`src/rtl/lif_neuron_core.sv`:
```
// Time-multiplexed bank of N leaky integrate-and-fire neurons. A prescaler tick
// starts a sweep that updates one neuron per clock, then publishes the spike vector.
module lif_neuron_core #(
  parameter int N          = 8,
  parameter int VW         = 16,
  parameter int WEIGHT     = 1024,
  parameter int THRESH     = 8192,
  parameter int LEAK_SHIFT = 4,
  parameter int REFRAC     = 2,
  parameter int TICK_DIV   = 120
) (
  input  logic         iCLK,
  input  logic         iRESETn,
  input  logic         iENABLE,
  input  logic [N-1:0] iSPIKE_IN,
  output logic [N-1:0] oSPIKE,
  output logic         oSPIKE_VALID,
  output logic         oBUSY,
  output logic         oSAT,
  output logic         oMISSED
);
  localparam int IW = (N > 1) ? $clog2(N) : 1;
  localparam int PW = $clog2(TICK_DIV);
  localparam logic [PW-1:0] PRESC_MAX = PW'(TICK_DIV - 1);
  localparam logic [IW-1:0] IDX_LAST  = IW'(N - 1);
  localparam logic [VW:0]   WEIGHT_X  = (VW+1)'(WEIGHT);
  localparam logic [VW-1:0] THRESH_V  = VW'(THRESH);
  localparam logic [3:0]    REFRAC_V  = 4'(REFRAC);

  typedef enum logic [1:0] {S_IDLE, S_SWEEP, S_PUBLISH} state_t;

  state_t        state_q, state_d;
  logic [PW-1:0] presc_q, presc_d;
  logic [IW-1:0] idx_q, idx_d;
  logic [N-1:0]  rin_q, rin_d;
  logic [N-1:0]  acc_q, acc_d;
  logic [N-1:0]  spike_q, spike_d;
  logic          valid_q, valid_d;
  logic          busy_q, busy_d;
  logic          sat_q, sat_d;
  logic          missed_q, missed_d;
  logic [VW-1:0] v_q [N];
  logic [3:0]    refrac_q [N];

  logic          tick;
  logic [VW-1:0] v_cur, v_leak, v_clamp, v_new;
  logic [VW:0]   v_sum;
  logic [3:0]    r_cur, r_new;
  logic          refractory, fire;

  assign tick = iENABLE && (presc_q == PRESC_MAX);

  always_comb begin
    presc_d = '0;
    if (iENABLE && !tick) presc_d = presc_q + PW'(1);
  end

  // Datapath for the neuron currently addressed by idx_q.
  always_comb begin
    v_cur      = v_q[idx_q];
    r_cur      = refrac_q[idx_q];
    refractory = (r_cur != 4'd0);
    v_leak     = v_cur - (v_cur >> LEAK_SHIFT);
    v_sum      = {1'b0, v_leak} + (rin_q[idx_q] ? WEIGHT_X : '0);
    v_clamp    = v_sum[VW] ? '1 : v_sum[VW-1:0];
    fire       = !refractory && (v_clamp >= THRESH_V);
    v_new      = v_clamp;
    r_new      = 4'd0;
    if (refractory) begin
      v_new = '0;
      r_new = r_cur - 4'd1;
    end else if (fire) begin
      v_new = '0;
      r_new = REFRAC_V;
    end
  end

  always_comb begin
    state_d  = state_q;
    idx_d    = idx_q;
    rin_d    = rin_q;
    acc_d    = acc_q;
    spike_d  = spike_q;
    valid_d  = 1'b0;
    sat_d    = sat_q;
    missed_d = missed_q | (tick && (state_q != S_IDLE));
    case (state_q)
      S_IDLE: begin
        if (tick) begin
          rin_d   = iSPIKE_IN;
          acc_d   = '0;
          idx_d   = '0;
          state_d = S_SWEEP;
        end
      end
      S_SWEEP: begin
        if (fire) acc_d[idx_q] = 1'b1;
        if (!refractory && v_sum[VW]) sat_d = 1'b1;
        if (idx_q == IDX_LAST) state_d = S_PUBLISH;
        else                   idx_d   = idx_q + IW'(1);
      end
      S_PUBLISH: begin
        spike_d = acc_q;
        valid_d = 1'b1;
        state_d = S_IDLE;
      end
      default: state_d = S_IDLE;
    endcase
    // Busy stays up through the strobe cycle so it spans the full N+2 cycle sweep.
    busy_d = (state_d != S_IDLE) || (state_q == S_PUBLISH);
  end

  always_ff @(posedge iCLK or negedge iRESETn) begin
    if (!iRESETn) begin
      state_q  <= S_IDLE;
      presc_q  <= '0;
      idx_q    <= '0;
      rin_q    <= '0;
      acc_q    <= '0;
      spike_q  <= '0;
      valid_q  <= 1'b0;
      busy_q   <= 1'b0;
      sat_q    <= 1'b0;
      missed_q <= 1'b0;
      for (int i = 0; i < N; i++) begin
        v_q[i]      <= '0;
        refrac_q[i] <= '0;
      end
    end else begin
      state_q  <= state_d;
      presc_q  <= presc_d;
      idx_q    <= idx_d;
      rin_q    <= rin_d;
      acc_q    <= acc_d;
      spike_q  <= spike_d;
      valid_q  <= valid_d;
      busy_q   <= busy_d;
      sat_q    <= sat_d;
      missed_q <= missed_d;
      if (state_q == S_SWEEP) begin
        v_q[idx_q]      <= v_new;
        refrac_q[idx_q] <= r_new;
      end
    end
  end

  assign oSPIKE       = spike_q;
  assign oSPIKE_VALID = valid_q;
  assign oBUSY        = busy_q;
  assign oSAT         = sat_q;
  assign oMISSED      = missed_q;
endmodule

```
`config.mk`:
```
export PLATFORM = sky130hd
export DESIGN_NAME = lif_neuron_core
export DESIGN_NICKNAME = d
export VERILOG_FILES = /design/src/rtl/lif_neuron_core.sv
export SDC_FILE = /design/constraint.sdc
export NUM_CORES = 1
export LEC_CHECK = 0
export CAP_MARGIN = 20
export CORE_MARGIN = 2
export CORE_UTILIZATION = 50
export CTS_CLUSTER_SIZE = 30
export DETAILED_ROUTE_END_ITERATION = 8
export MAX_ROUTING_LAYER = met4
export PLACE_DENSITY_LB_ADDON = 0.05
export SLEW_MARGIN = 10
export SYNTH_ARGS = -nofsm -noshare
export SYNTH_HDL_FRONTEND = slang
export SYNTH_SLANG_ARGS = --single-unit
```
`constraint.sdc`:
```
create_clock -name iCLK -period 17.5 [get_ports iCLK]
set_input_delay 3.5 -clock iCLK [delete_from_list [all_inputs] [get_ports iCLK]]
set_output_delay 3.5 -clock iCLK [all_outputs]
set_load 0.05 [all_outputs]
```
=== Yosys cells after proc, flatten, opt, wreduce, memory -nomap -nowiden ===
Index checks and enable logic that the tools add are counted.

* Add/subtract/negate cells: 5
* $lt $le $gt $ge: 5
* Equal/unequal tests: 7
* Mux-type cells: 33
* Bitwise gates (word level): 3
* Reductions and logical operators: 19

{| class="wikitable"
|+ Operators by type and width
! kind !! number
|-
| $bwmux W128 || 1
|-
| $mux W16 || 6
|-
| $bmux W16 S3 || 1
|-
| $demux W16 S3 || 1
|-
| $bwmux W32 || 1
|-
| $add A16 B11 Y17 || 1
|-
| $ge A16 B14 Y1 const B || 1
|-
| $mux W4 || 4
|-
| $mux W8 || 2
|-
| $pmux W8 S2 || 1
|-
| $sub A16 B12 Y16 || 1
|-
| $bmux W4 S3 || 1
|-
| $demux W4 S3 || 1
|-
| $mux W11 || 1
|-
| $or A8 B8 Y8 || 1
|-
| $add A7 B1 Y7 const B || 1
|-
| $eq A7 B7 Y1 const B || 1
|-
| $logic_and A1 B1 Y1 || 7
|-
| $mux W7 || 1
|-
| $mux W2 || 3
|-
| $mux W3 || 2
|-
| $ne A2 B2 Y1 const B || 3
|-
| $pmux W3 S2 || 1
|-
| $reduce_and A3 Y1 || 2
|-
| other kinds (21) || 27
|}

* Register bits after elaboration: 200
* Input port bits: 11
* Output and inout port bits: 12

=== Longest topological paths before layout ===
* Word-level depth: 12
* Mapped depth: 26
* Depth with buffers taken out: 20

=== Worst setup path after synthesis ===
OpenSTA, ideal clock, no wires.

* Path kind: register -> register
* From: register idx_q[1]
* To: register v_q[64] (netlist name)
* Setup time: 0.097 ns
* Data arrival time: 5.522 ns
* Path slack: 11.881 ns
* Cell stages (with the launch flop): 27
* Path buffers: 7
* Cell sequence: dfrtp_1 -> buf_4 -> buf_1 -> clkbuf_1 -> buf_2 -> clkbuf_1 -> mux2i_1 -> nor2_1 -> a21oi_1 -> o221ai_1 -> ha_1 -> fa_1 -> nand2b_1 -> a21oi_1 -> o22ai_1 -> nor2_1 -> nor2_1 -> xnor2_1 -> ha_1 -> inv_1 -> a221oi_1 -> nor2_1 -> a211oi_2 -> nand4_1 -> buf_2 -> buf_2 -> o31ai_1

* Cells in the longest elaborated chain, start to end: 12

{| class="wikitable"
|+ Ends and longest elaborated chain
! item !! RTL line !! text
|-
| from (decl) || 34 || <nowiki>logic [IW-1:0] idx_q, idx_d;</nowiki>
|-
| from (signal assigned) || 132 || <nowiki>idx_q <= idx_d;</nowiki>
|-
| $not A3 Y4 (implied by the code) || 60, 61, 141 ||
|-
| $bmux W16 S3 || 60 || <nowiki>v_cur = v_q[idx_q];</nowiki>
|-
| $mux W16 (implied by the code) (2 in series) || 60 ||
|-
| $sub A16 B12 Y16 || 63 || <nowiki>v_leak = v_cur - (v_cur >> LEAK_SHIFT);</nowiki>
|-
| $add A16 B11 Y17 || 64 || <nowiki>v_sum = {1'b0, v_leak} + (rin_q[idx_q] ? WEIGHT_X : '0);</nowiki>
|-
| $mux W16 || 65 || <nowiki>v_clamp = v_sum[VW] ? '1 : v_sum[VW-1:0];</nowiki>
|-
| $ge A16 B14 Y1 || 66 || <nowiki>fire = !refractory && (v_clamp >= THRESH_V);</nowiki>
|-
| $logic_and A1 B1 Y1 || 66 ||
|-
| $mux W16 || 72 || <nowiki>end else if (fire) begin</nowiki>
|-
| $mux W16 || 69 || <nowiki>if (refractory) begin</nowiki>
|-
| $bwmux W128 * || 141 || <nowiki>v_q[idx_q] <= v_new;</nowiki>
|-
| to (signal, indexed assignment) || 141 ||
|-
| to (decl) || 42 || <nowiki>logic [VW-1:0] v_q [N];</nowiki>
|}

Every way passes the cells marked *; elsewhere a longest branch is shown, timed or not. The select of a mux whose other input is x is not followed.
A chain may end at the register's enable or synchronous reset.

=== Worst setup path in the final report ===
* From: register idx_q[1]
* To: register v_q[58] (netlist name)

Same word-level chain as after synthesis.

==> results.yml <==
outcome:
  status: "finished clean"
place:
  dp_hpwl_um: 15600
  place_area_um2: 10300
  place_congestion: 0.904
  dpl.cell_count: 1191
  port-buffer-count: 22
  place_ws_ps: 11020
cts:
  root_buffer: "clkbuf_16"
  htreeDepth: 4
  clock_latency_ps: 440
  cts_buffers: 17
  clkSlewWorstSetupHoldPaths_ps: 80
  cts_hold_buf: 0
  cts.sinks: 200
  cts_setup_buffers: 0
  cts_resized: 0
  clk_path_buf_depth: 2
  cts_tree: "done"
pwr:
  p_sw_mw: 0.204
  p_leak_nw: 5.12
  ir_drop_mv: 0.0597
  intPower_mw: 0.683
  p_sw_share_pct: 23.0
  power_mw: 0.887
  cellPowerDensity_nw_per_um2: 81.4
  power.share.combinational_pct: 1.5
  power.share.clock_pct: 46.4
  seqPwrFrac_pct: 52.2
cells_and_area:
  fillerInstances: 1699
  diodes: 0
  drive_above_1_share_pct: 10.8
  final-seq-area_um2: 5010
  area_growth_pct: 10.3
  post-route-util_pct: 56.2
  stdcell_area_um2: 10900
  multiInputGateArea_um2: 4480
  fin_nets: 977
  stdcell_count: 1224
grt:
  grt_max_degree: 117
  track_usage_pct: 25.5
  antenna_found_initial: 0
  grt_pass1_vias: 7204
  grt_pass1_wl_um: 39100
  grt-ovfl-total: 0
routing:
  vias: 7351
  route.met2.wl_um: 11700
  wire_per_inst_um: 20.2
  met1_length_um: 11200
  firstDrtPassIters: 5
  ant_nets: 0
  drc: 0
  drt_wl_total_um: 24800
  met3WireLength_um: 1350
  vias_per_cell: 6.01
  routed.top_layer: "met4"
  first_iter_violations: 668
synth:
  synth_edf_count: 0
  yosysUniqueCellTypes: 54
  seq_area_frac_synth_pct: 50.7
  yosys_most_used_dff: "dfrtp_1"
  async_flop_share_pct: 100
  syn_nets: 992
  syn_area_per_cell_um2: 10.3
  synthCells: 961
  synth_area_um2: 9870
  yosys_register_bits: 200
  yosys_warnings: 0
min_path:
  hp-class: "reg -> reg"
sta:
  hold_violations: 0
  post-route-period-util_pct: 37.8
  min_period_ps: 6610
  slew_violations: 0
  maxSlewHeadroom_pct: 33.6
  finalSetupTns_ps: 0
  setup_viol: 0
  fmaxAchievable_ghz: 0.151
  worstMarginPinSlew_ps: 993
  rsz0062_at_grt: "no"
  fin_hold_ws_ps: 458
  finClkSkew_ps: 11.1
  fin_ws_ps: 10890
setup_path:
  worstPathArrival_ps: 6900
  worstSetupPathType: "reg -> reg"
  worstPathMaxFanout: 80
  critPathCaptureType: "register"
  required_ps: 17790
  start_kind: "register"
floorplan:
  fp-row-count: 51
  core_um2: 19400
  die_h_um: 145
  ios: 23
  die_area_um2: 20900
  die_w_um: 145
  start_util_pct: 50.9
flow_run:
  drv_cap: 0
[critical path, stage by stage, from the launching register on]
cell and delay [ps]:
dfrtp_2 900, buf_4 610, clkinv_1 410, nor2_1 390, a22oi_1 150, nor2_1 120
a211oi_1 90, ha_1 430, a21o_1 210, or3_1 360, o22ai_1 250, nor2_1 80
nor2_1 130, xnor2_1 160, ha_1 220, inv_1 50, a221oi_1 400, nor3b_1 360
a211oi_2 70, nand4_1 140, buf_4 630, o31ai_1 190
[cell families after synthesis]
group	Yosys count	synth area share (%)
muxes	71	9.74
and+or+nand+nor	312	13.9
xor gates and xnor gates	17	1.51
AOI/OAI and AO/OA	241	17.6
adders and majority gates	20	2.61
DFF	200	50.7
buffers and inverters	100	3.99
[routing by layer]
layer	track usage (%)	up-vias
met5	-	-
met4	8.28	0
met3	3.97	43
met2	40.8	236
met1	33.7	3657
li1	-	3415
[synthesized netlist by cell type, drive strengths merged, types with 8 or more instances]
library cell  number  share of area [%]
dfrtp            200                 51
nand2            169                6.4
o31ai            111                8.4
clkbuf            55                2.1
nor2              55                2.1
and2              33                2.1
o21ai             30                1.5
mux2              28                3.2
mux2i             26                2.7
inv               25               0.95
a21oi             22                1.1
buf               19               0.91
ha                19                2.4
nand3             18               0.91
mux4              17                3.9
a22o              13                1.2
a22oi             11               0.84
xnor2             11               0.98
nor2b             10               0.63
a211oi             8               0.66
a32o               8               0.81
nand2b             8               0.51
[flip-flops by register name (all words and copies together), names as in the netlist]
signal,count
state_q,2
v_q,128
oSPIKE_VALID,1
oSAT,1
acc_q,8
refrac_q,32
rin_q,8
oMISSED,1
oBUSY,1
presc_q,7
idx_q,3
oSPIKE,8
[power by group through the flow]
| stage | sequential [mW] | clock, mW | combinational [mW] |
|---|---|---|---|
| final | 0.463 | 0.411 | 0.0130 |
| after global routing | 0.463 | 0.436 | 0.0153 |
| after CTS | 0.463 | 0.419 | 0.0132 |
| after detailed placement | 0.472 | 0 | 0.0131 |
| after global placement | 0.472 | 0 | 0.0126 |
| after floorplan | 0.472 | 0 | 0.00108 |
[path summary, 6_finish.rpt]
| kind | from | endpoint | slack [ps] | depth (start not counted) |
|---|---|---|---|---|
| setup / recovery | idx_q[1] | v_q[58] | 10890 | 21 |
| hold / removal | presc_q[0] | presc_q[0] | 460 | 1 |
| setup reg to reg | idx_q[1] | v_q[58] | 10890 | 21 |
| hold reg to reg | presc_q[0] | presc_q[0] | 460 | 1 |
| max in group asynchronous | iRESETn | idx_q[2] | 12910 | 3 |
| min in group asynchronous | iRESETn | v_q[31] | 3190 | 1 |
[cell type report]
cell class | count | area share, %
multi-input combinational | 661 | 41.1
clock inverter | 15 | 1.69
clock buffer | 17 | 3.91
inverter | 26 | 0.896
tap | 265 | 3.04
sequential | 200 | 46.0
timing repair buffer | 40 | 3.41
[layout by cell type, fill, tap and decap left out, types with 3 or more instances in the layout]
cell type        Yosys  routed
dfrtp_1            200     198
inv_8                0       3
xnor2_1             11      11
o22ai_1              6       6
inv_1               25      25
or3_1                4       4
nand3_1             18      18
a211oi_1             7       7
buf_4                1      17
a22oi_1             11      11
nor3_1               3       3
nor3b_1              3       3
mux2i_1             25      25
a22o_1              13      13
o31ai_1            111     111
ha_1                19      19
and3_1               4       4
a21oi_1             22      22
o21ai_0             29      29
clkdlybuf4s50_1      0      21
nor2b_1             10      10
inv_6                0       5
nand2b_1             8       8
mux2_2              28      28
nor2_1              55      55
a21o_1               6       6
o211ai_1             3       3
o21a_1               4       4
a32o_1               8       8
nand2_1            169     169
mux4_2              17      17
xor2_1               6       6
a221oi_1             3       3
and2_1              33      33
nand4_1              4       4
a31oi_1              3       3
clkbuf_16            0      17
Note: power is estimated with default switching activity, not from simulation.
